## src/rtl/uart_pkg.sv

```systemverilog
`default_nettype none
// +----------------------------------------------------------------------------+
// | Module      : uart_pkg                                                     |
// | Description : Shared types and helpers for the UART transmitter: the       |
// |               serializer state encoding, the idle line level and the       |
// |               data-bits code to bit-count mapping.                         |
// | Revision    : 1.0 - initial release                                        |
// +----------------------------------------------------------------------------+
package uart_pkg;

  typedef enum logic [2:0] {
    ST_IDLE   = 3'd0,
    ST_START  = 3'd1,
    ST_DATA   = 3'd2,
    ST_PARITY = 3'd3,
    ST_STOP   = 3'd4
  } tx_state_e;

  // Serial line level while no frame is on the wire (mark state).
  localparam logic TX_IDLE_LVL = 1'b1;

  // 00=5, 01=6, 10=7, 11=8 data bits.
  function automatic logic [3:0] bits_from_code(input logic [1:0] code);
    return 4'd5 + {2'b00, code};
  endfunction

endpackage
`default_nettype wire

```

## src/rtl/uart_tx_fifo.sv

```systemverilog
`default_nettype none
// +----------------------------------------------------------------------------+
// | Module      : uart_tx_fifo                                                 |
// | Description : DEPTH x 8 holding FIFO between the uDMA stream and the       |
// |               serializer. First-word-fall-through read port.               |
// | Ports       : clk_i/rstn_i  clock, async active-low reset (flushes)        |
// |               push_i/wdata_i write strobe and byte (ignored when full)     |
// |               pop_i/rdata_o  read strobe and head byte (ignored when empty)|
// |               full_o/empty_o/count_o occupancy status                      |
// | Revision    : 1.0 - initial release                                        |
// +----------------------------------------------------------------------------+
module uart_tx_fifo #(
  parameter int DEPTH = 4
) (
  input  logic                     clk_i,
  input  logic                     rstn_i,
  input  logic                     push_i,
  input  logic [7:0]               wdata_i,
  input  logic                     pop_i,
  output logic [7:0]               rdata_o,
  output logic                     full_o,
  output logic                     empty_o,
  output logic [$clog2(DEPTH):0]   count_o
);

  localparam int AW = $clog2(DEPTH);
  localparam logic [AW:0] c_ptr_one = (AW+1)'(1);
  localparam logic [AW:0] c_depth   = (AW+1)'(DEPTH);

  logic [7:0]  mem_q [DEPTH];
  logic [AW:0] wptr_q;
  logic [AW:0] rptr_q;
  logic        w_wr;
  logic        w_rd;

  assign w_wr = push_i && !full_o;
  assign w_rd = pop_i && !empty_o;

  // Pointers carry one extra wrap bit so full and empty are distinguishable.
  always_ff @(posedge clk_i or negedge rstn_i) begin
    if (!rstn_i) begin
      wptr_q <= '0;
      rptr_q <= '0;
    end else begin
      if (w_wr) wptr_q <= wptr_q + c_ptr_one;
      if (w_rd) rptr_q <= rptr_q + c_ptr_one;
    end
  end

  always_ff @(posedge clk_i) begin
    if (w_wr) mem_q[wptr_q[AW-1:0]] <= wdata_i;
  end

  assign count_o = wptr_q - rptr_q;
  assign full_o  = (count_o == c_depth);
  assign empty_o = (wptr_q == rptr_q);
  assign rdata_o = mem_q[rptr_q[AW-1:0]];

endmodule
`default_nettype wire

```

## src/rtl/uart_tx_core.sv

```systemverilog
`default_nettype none
// +----------------------------------------------------------------------------+
// | Module      : uart_tx_core                                                 |
// | Description : UART transmitter fed by the uDMA TX stream. A small FIFO     |
// |               absorbs bursts; the serializer sends start, 5-8 data bits    |
// |               LSB first, optional even parity and 1 or 2 stop bits.        |
// | Ports       : sys_clk_i/rstn_i       clock, async active-low reset         |
// |               cfg_en_i/cfg_div_i/cfg_bits_i/cfg_parity_en_i/cfg_stop_bits_i|
// |                                      line configuration, sampled per frame |
// |               data_tx_req_o/gnt_i/data_tx_i/valid_i/ready_o  uDMA stream   |
// |               tx_o                   serial line, idle high                |
// |               busy_o                 FIFO non-empty or frame in progress   |
// | Revision    : 1.0 - initial release                                        |
// +----------------------------------------------------------------------------+
module uart_tx_core
  import uart_pkg::*;
#(
  parameter int FIFO_DEPTH = 4,
  parameter int DIV_W      = 16
) (
  input  logic             sys_clk_i,
  input  logic             rstn_i,
  input  logic             cfg_en_i,
  input  logic [DIV_W-1:0] cfg_div_i,
  input  logic [1:0]       cfg_bits_i,
  input  logic             cfg_parity_en_i,
  input  logic             cfg_stop_bits_i,
  output logic             data_tx_req_o,
  input  logic             data_tx_gnt_i,
  input  logic [31:0]      data_tx_i,
  input  logic             data_tx_valid_i,
  output logic             data_tx_ready_o,
  output logic             tx_o,
  output logic             busy_o
);

  localparam int AW = $clog2(FIFO_DEPTH);
  localparam logic [AW:0]      c_full_cnt = (AW+1)'(FIFO_DEPTH);
  localparam logic [DIV_W-1:0] c_cnt_one  = DIV_W'(1);

  tx_state_e        state_q;
  logic             tx_q;
  logic             busy_q;
  logic             ready_q;
  logic             gnt_seen_q;
  logic [DIV_W-1:0] baud_cnt_q;
  logic [DIV_W-1:0] reload_q;
  logic [7:0]       shreg_q;
  logic [2:0]       bits_left_q;
  logic             parity_q;
  logic             parity_en_q;
  logic             stop_left_q;

  logic             w_push;
  logic             w_pop;
  logic [7:0]       w_rdata;
  logic             w_full;
  logic             w_empty;
  logic [AW:0]      w_count;
  logic [AW:0]      w_count_d;
  logic             w_bit_end;
  logic [DIV_W-1:0] w_div_load;
  logic [3:0]       w_nbits;
  logic [7:0]       w_mask;
  logic             w_unused;

  uart_tx_fifo #(
    .DEPTH (FIFO_DEPTH)
  ) u_fifo (
    .clk_i   (sys_clk_i),
    .rstn_i  (rstn_i),
    .push_i  (w_push),
    .wdata_i (data_tx_i[7:0]),
    .pop_i   (w_pop),
    .rdata_o (w_rdata),
    .full_o  (w_full),
    .empty_o (w_empty),
    .count_o (w_count)
  );

  // ready_q is derived from next-cycle occupancy, so it is never high on a full FIFO.
  assign w_push    = data_tx_valid_i && ready_q && !w_full;
  assign w_bit_end = (baud_cnt_q == '0);

  // Pop from IDLE, or at the very end of the last stop bit for a gapless next frame.
  assign w_pop = !w_empty && cfg_en_i &&
                 ((state_q == ST_IDLE) ||
                  ((state_q == ST_STOP) && w_bit_end && !stop_left_q));

  assign w_count_d  = w_count + (AW+1)'(w_push) - (AW+1)'(w_pop);
  assign w_div_load = (cfg_div_i == '0) ? '0 : (cfg_div_i - c_cnt_one);
  assign w_nbits    = bits_from_code(cfg_bits_i);
  assign w_mask     = 8'hFF >> (4'd8 - w_nbits);

  always_ff @(posedge sys_clk_i or negedge rstn_i) begin
    if (!rstn_i) begin
      state_q     <= ST_IDLE;
      tx_q        <= TX_IDLE_LVL;
      busy_q      <= 1'b0;
      ready_q     <= 1'b0;
      gnt_seen_q  <= 1'b0;
      baud_cnt_q  <= '0;
      reload_q    <= '0;
      shreg_q     <= '0;
      bits_left_q <= '0;
      parity_q    <= 1'b0;
      parity_en_q <= 1'b0;
      stop_left_q <= 1'b0;
    end else begin
      ready_q <= cfg_en_i && (w_count_d != c_full_cnt);
      busy_q  <= !w_empty || (state_q != ST_IDLE);
      if (data_tx_gnt_i) gnt_seen_q <= 1'b1;

      if ((state_q != ST_IDLE) && !w_bit_end) begin
        baud_cnt_q <= baud_cnt_q - c_cnt_one;
      end else begin
        baud_cnt_q <= reload_q;
        case (state_q)
          ST_IDLE: tx_q <= TX_IDLE_LVL;
          ST_START: begin
            state_q <= ST_DATA;
            tx_q    <= shreg_q[0];
            shreg_q <= {1'b0, shreg_q[7:1]};
          end
          ST_DATA: begin
            if (bits_left_q != 3'd0) begin
              tx_q        <= shreg_q[0];
              shreg_q     <= {1'b0, shreg_q[7:1]};
              bits_left_q <= bits_left_q - 3'd1;
            end else if (parity_en_q) begin
              state_q <= ST_PARITY;
              tx_q    <= parity_q;
            end else begin
              state_q <= ST_STOP;
              tx_q    <= TX_IDLE_LVL;
            end
          end
          ST_PARITY: begin
            state_q <= ST_STOP;
            tx_q    <= TX_IDLE_LVL;
          end
          ST_STOP: begin
            if (stop_left_q) begin
              stop_left_q <= 1'b0;
            end else begin
              state_q <= ST_IDLE;
              tx_q    <= TX_IDLE_LVL;
            end
          end
          default: begin
            state_q <= ST_IDLE;
            tx_q    <= TX_IDLE_LVL;
          end
        endcase
      end

      // Frame launch overrides the per-state updates above; config is snapshotted here.
      if (w_pop) begin
        state_q     <= ST_START;
        tx_q        <= 1'b0;
        baud_cnt_q  <= w_div_load;
        reload_q    <= w_div_load;
        shreg_q     <= w_rdata;
        bits_left_q <= 3'(w_nbits - 4'd1);
        parity_q    <= ^(w_rdata & w_mask);
        parity_en_q <= cfg_parity_en_i;
        stop_left_q <= cfg_stop_bits_i;
      end
    end
  end

  assign tx_o            = tx_q;
  assign busy_o          = busy_q;
  assign data_tx_ready_o = ready_q;
  assign data_tx_req_o   = ready_q;

  // Upper data lanes and the grant history are not needed by the serializer.
  assign w_unused = ^{data_tx_i[31:8], gnt_seen_q};

endmodule
`default_nettype wire

```

## config.mk

```make
export PLATFORM = sky130hd
export DESIGN_NAME = uart_tx_core
export DESIGN_NICKNAME = d
export VERILOG_FILES = /design/src/rtl/uart_pkg.sv /design/src/rtl/uart_tx_fifo.sv /design/src/rtl/uart_tx_core.sv
export SDC_FILE = /design/constraint.sdc
export NUM_CORES = 1
export LEC_CHECK = 0
export ABC_AREA = 1
export BUFFER_PORTS_ARGS = -buffer_cell sky130_fd_sc_hd__buf_2
export CAP_MARGIN = 20
export CORE_AREA = 8 8 124 91
export CTS_CLUSTER_DIAMETER = 120
export CTS_CLUSTER_SIZE = 12
export DETAILED_ROUTE_END_ITERATION = 8
export DIE_AREA = 0 0 132 99
export GPL_ROUTABILITY_DRIVEN = 1
export PLACE_DENSITY = 0.76
export SYNTH_ARGS = -nofsm -noshare
export SYNTH_HDL_FRONTEND = slang
export SYNTH_HIERARCHICAL = 1
export SYNTH_SLANG_ARGS = --single-unit
```

## constraint.sdc

```tcl
create_clock -name sys_clk_i -period 3.2 [get_ports sys_clk_i]
set_clock_uncertainty 0.1 [all_clocks]
set_input_delay 0.32 -clock sys_clk_i [delete_from_list [all_inputs] [get_ports sys_clk_i]]
set_output_delay 0.32 -clock sys_clk_i [all_outputs]
set_load 0.02 [all_outputs]
```

==> results.py <==
metrics = {
    "logic_synthesis": {
        "yosysTopAreaCell": "dfrtp_1",
        "synth_flop_cell": "dfrtp_1",
        "synth_edf_count": 32,
        "ys_types": 39,
        "synth_area_leaders": "dfrtp_1, edfxtp_1, nand2_1",
        "async_flop_share_pct": 64.44,
        "synth_seq_cells": 90,
        "synth_warnings": 6,
        "yosysTopAreaCellShare_pct": 29.45,
        "avgSynthCellArea_um2": 8.649,
        "syn-cell-area_um2": 4843,
        "synthCells": 560,
        "yosysSeqAreaShare_pct": 49.83,
        "synthesis.nets": 634,
    },
    "final_layout": {
        "syn_to_final_growth_pct": 13.69,
        "drive_above_1_share_pct": 16.18,
        "final_util_pct": 58.45,
        "nets": 681,
        "mostFrequentLayoutCell": "nand2_1",
        "n_antenna_cell": 0,
        "fin_area_um2": 5507,
        "finalNonFillerCells": 740,
        "layout_common_cells": "nand2_1, nor2_1, dfrtp_1, inv_1, o21ai_0",
    },
    "hold_path": {
        "min_path_type": "in -> reg",
        "hold_depth": 1,
        "hold_path_startpoint": "data_tx_i[2]",
        "holdPathEnd": "u_fifo/mem_q[0][2]$_DFFE_PP_",
    },
    "pwr": {
        "ir_worst_vdd_v": 0.0002659,
        "p_leak_nw": 2.620,
        "power_density_nw_per_um2": 526.0,
    },
    "timing": {
        "period_minus_slack_ps": 2988,
        "drv_slew": 0,
        "fin_setup_tns_ps": 0,
        "setup_viol": 0,
        "slew_headroom_pct": 59.52,
        "min_period_over_period_pct": 93.38,
        "worstMarginPinSlew_ps": 602.5,
        "rsz0062_at_grt": "no",
        "hold_viol": 0,
        "fmaxAchievable_ghz": 0.3347,
    },
    "cts": {
        "htree_levels": 3,
        "clock_tree.buffer_depth": 2,
        "cts_tree": "built",
        "cts_made_buffers": 9,
        "numClockSinks": 90,
        "clock_tree.root_cell": "clkbuf_16",
        "cts.clk_slew.worst_paths_ps": 70,
        "clk-insertion-delay-late_ps": 340,
    },
    "setup_path": {
        "worstSetupStartpointType": "flop",
        "path_class": "reg -> reg",
        "critPathTopFamily": "adder cells",
        "worstReg2RegEnd": "data_tx_ready_o$_DFF_PN0_",
        "crit_top_cell": "inv_1",
        "worstPathArrival_ps": 3120,
        "path_buf_inv": 5,
        "path_max_fanout": 6,
        "r2r_start": "u_fifo/wptr_q[0]$_DFFE_PN0P_",
        "cp.required_ps": 3330,
        "r2r_cells": 15,
        "critPathMaxStageDelay_ps": 440,
        "slowest_stage": "fa_2",
        "regToRegSetupSlack_ps": 210,
        "path_cells": "inv_2 -> ha_1 -> inv_1 -> fa_2 -> nor2_1 -> nand2_4 -> inv_1 -> nor2_1 -> ha_1 -> fa_1 -> inv_1 -> nand2_1 -> a311o_1 -> o21ai_1 -> inv_1",
        "end_kind": "flop",
    },
    "floorplan": {
        "core_um2": 9422,
        "start_util_pct": 51.41,
        "core.rowCount": 30,
        "fp.dieH_um": 99,
        "chipWidth_um": 132,
        "fp.dieArea_um2": 13070,
        "pin_count": 61,
    },
    "global_routing": {
        "grt_pass1_vias": 3762,
        "gr-usage-all-layers_pct": 16.42,
        "antenna_found_initial": 0,
        "grt_overflow": 0,
        "grt_pass1_wl_mm": 17.66,
        "grt_max_degree": 49,
    },
    "routing": {
        "via_count": 3879,
        "drc": 0,
        "drtAntennaViolNets": 0,
        "wl_per_cell_um": 14.12,
        "first_pass_iters": 4,
        "drt_iter0_drc": 378,
        "totalWireLength_mm": 10.45,
        "vias_per_cell": 5.242,
    },
    "place": {
        "place_hpwl_mm": 7.552,
        "place.gp.congestion": 0.8518,
        "dp.cells": 722,
        "placed_cell_area_um2": 5184,
        "portBuffers": 35,
    },
    "run_status": {
        "status": "completed",
    },
    "job": {
        "drv_cap": 0,
    },
}
[cell families (layout without fill, tap and decap cells)]
kind of cell	after synthesis	after routing	share of synthesized area, %
adder cells (fa/ha/maj)	17	17	4.702
AO/OA/AOI/OAI	76	76	8.628
XOR/XNOR	25	25	4.521
AND/OR/NAND/NOR	286	286	26.53
buffers and inverters	66	118	5.786
flip-flops	90	90	49.83
[final cells by class]
class                      count  area, µm²
fill                         823       3915
sequential                    90       2414
clock inverter                 7      65.06
timing repair buffer          48      287.8
tap                          128      160.2
clock buffer                   9      225.2
inverter                      54      202.7
multi-input combinational    404       2152
[per-stage QoR]
stage / power, W / hold slack [ps] / worst slack [ps]
finish: 0.002897 / 86.14 / 211.9
floorplan: 0.001718 / -75.59 / 4.302
detailed placement: 0.001894 / 360.0 / 86.37
global route: 0.003042 / 88.34 / 1.635
CTS: 0.002912 / 76.68 / 80.18
global placement: 0.001859 / 357.4 / 208.5
[how the worst max path moves through the flow]
stage                                 startpoint                         to  slack (ps)  cells past startpoint
detailed placement  u_fifo/wptr_q[0]$_DFFE_PN0P_  data_tx_ready_o$_DFF_PN0_          90                     17
global placement    u_fifo/wptr_q[0]$_DFFE_PN0P_  data_tx_ready_o$_DFF_PN0_         210                     15
floorplan           u_fifo/rptr_q[1]$_DFFE_PN0P_  data_tx_ready_o$_DFF_PN0_           4                     18
finish              u_fifo/wptr_q[0]$_DFFE_PN0P_  data_tx_ready_o$_DFF_PN0_         210                     15
CTS                 u_fifo/wptr_q[0]$_DFFE_PN0P_  data_tx_ready_o$_DFF_PN0_          80                     17
global route        u_fifo/wptr_q[0]$_DFFE_PN0P_  data_tx_ready_o$_DFF_PN0_           2                     15
[flip-flops by register name (all words and copies together), names as in the netlist]
register	flops
baud_cnt_q	16
u_fifo/rptr_q	3
parity_en_q	1
busy_o	1
u_fifo/wptr_q	3
tx_o	1
stop_left_q	1
u_fifo/mem_q	32
data_tx_ready_o	1
parity_q	1
reload_q	16
state_q	3
shreg_q	8
bits_left_q	3
[metal layers]
| layer | vias to the layer above | part of all wire [%] | GRT usage (%) |
|---|---|---|---|
| met4 | 0 | 0.85 | 4.222 |
| met2 | 83 | 48 | 26.09 |
| met1 | 1851 | 46 | 22.01 |
| met3 | 9 | 5.4 | 4.014 |
| li1 | 1936 | - | - |
| met5 | - | 0 | 0 |
[cells in the mapped netlist, types with 4 or more instances]
cell      instances
nand2_1         139
nor2_1           67
dfrtp_1          57
inv_1            50
o21ai_0          45
edfxtp_1         32
nand3_1          31
ha_1             15
xor2_1           15
o22ai_1          13
nor3_1           12
xnor2_1          10
a21oi_1           9
nand2_2           7
nor2_2            7
buf_2             5
inv_2             4
nand4_1           4
[where the power goes]
| group | internal (W) | leakage, nW | switching, W |
|---|---|---|---|
| clock network | 0.000541 | 0.138 | 0.000474 |
| logic | 0.000212 | 1.47 | 0.000356 |
| registers | 0.00128 | 1.01 | 0.0000382 |
| total | 0.00203 | 2.62 | 0.000868 |
[repair_timing]
| item | 4_1_cts | 5_1_grt |
|---|---|---|
| hold buffers | 0 | 1 |
| setup buffers | 0 | 0 |
| endpoints found under the hold margin | 0 | 9 |
| gates resized for setup | 0 | 3 |
| endpoints found under the setup margin | 0 | 1 |
[worst reg2reg max path, stage by stage, from the launching register on]
cell	delay, ps
dfrtp_1	400
inv_2	80
ha_1	190
inv_1	90
fa_2	440
nor2_1	200
nand2_4	110
inv_1	60
nor2_1	50
ha_1	200
fa_1	380
inv_1	60
nand2_1	60
a311o_1	270
o21ai_1	130
inv_1	50
(Power assumes the default switching activity.)
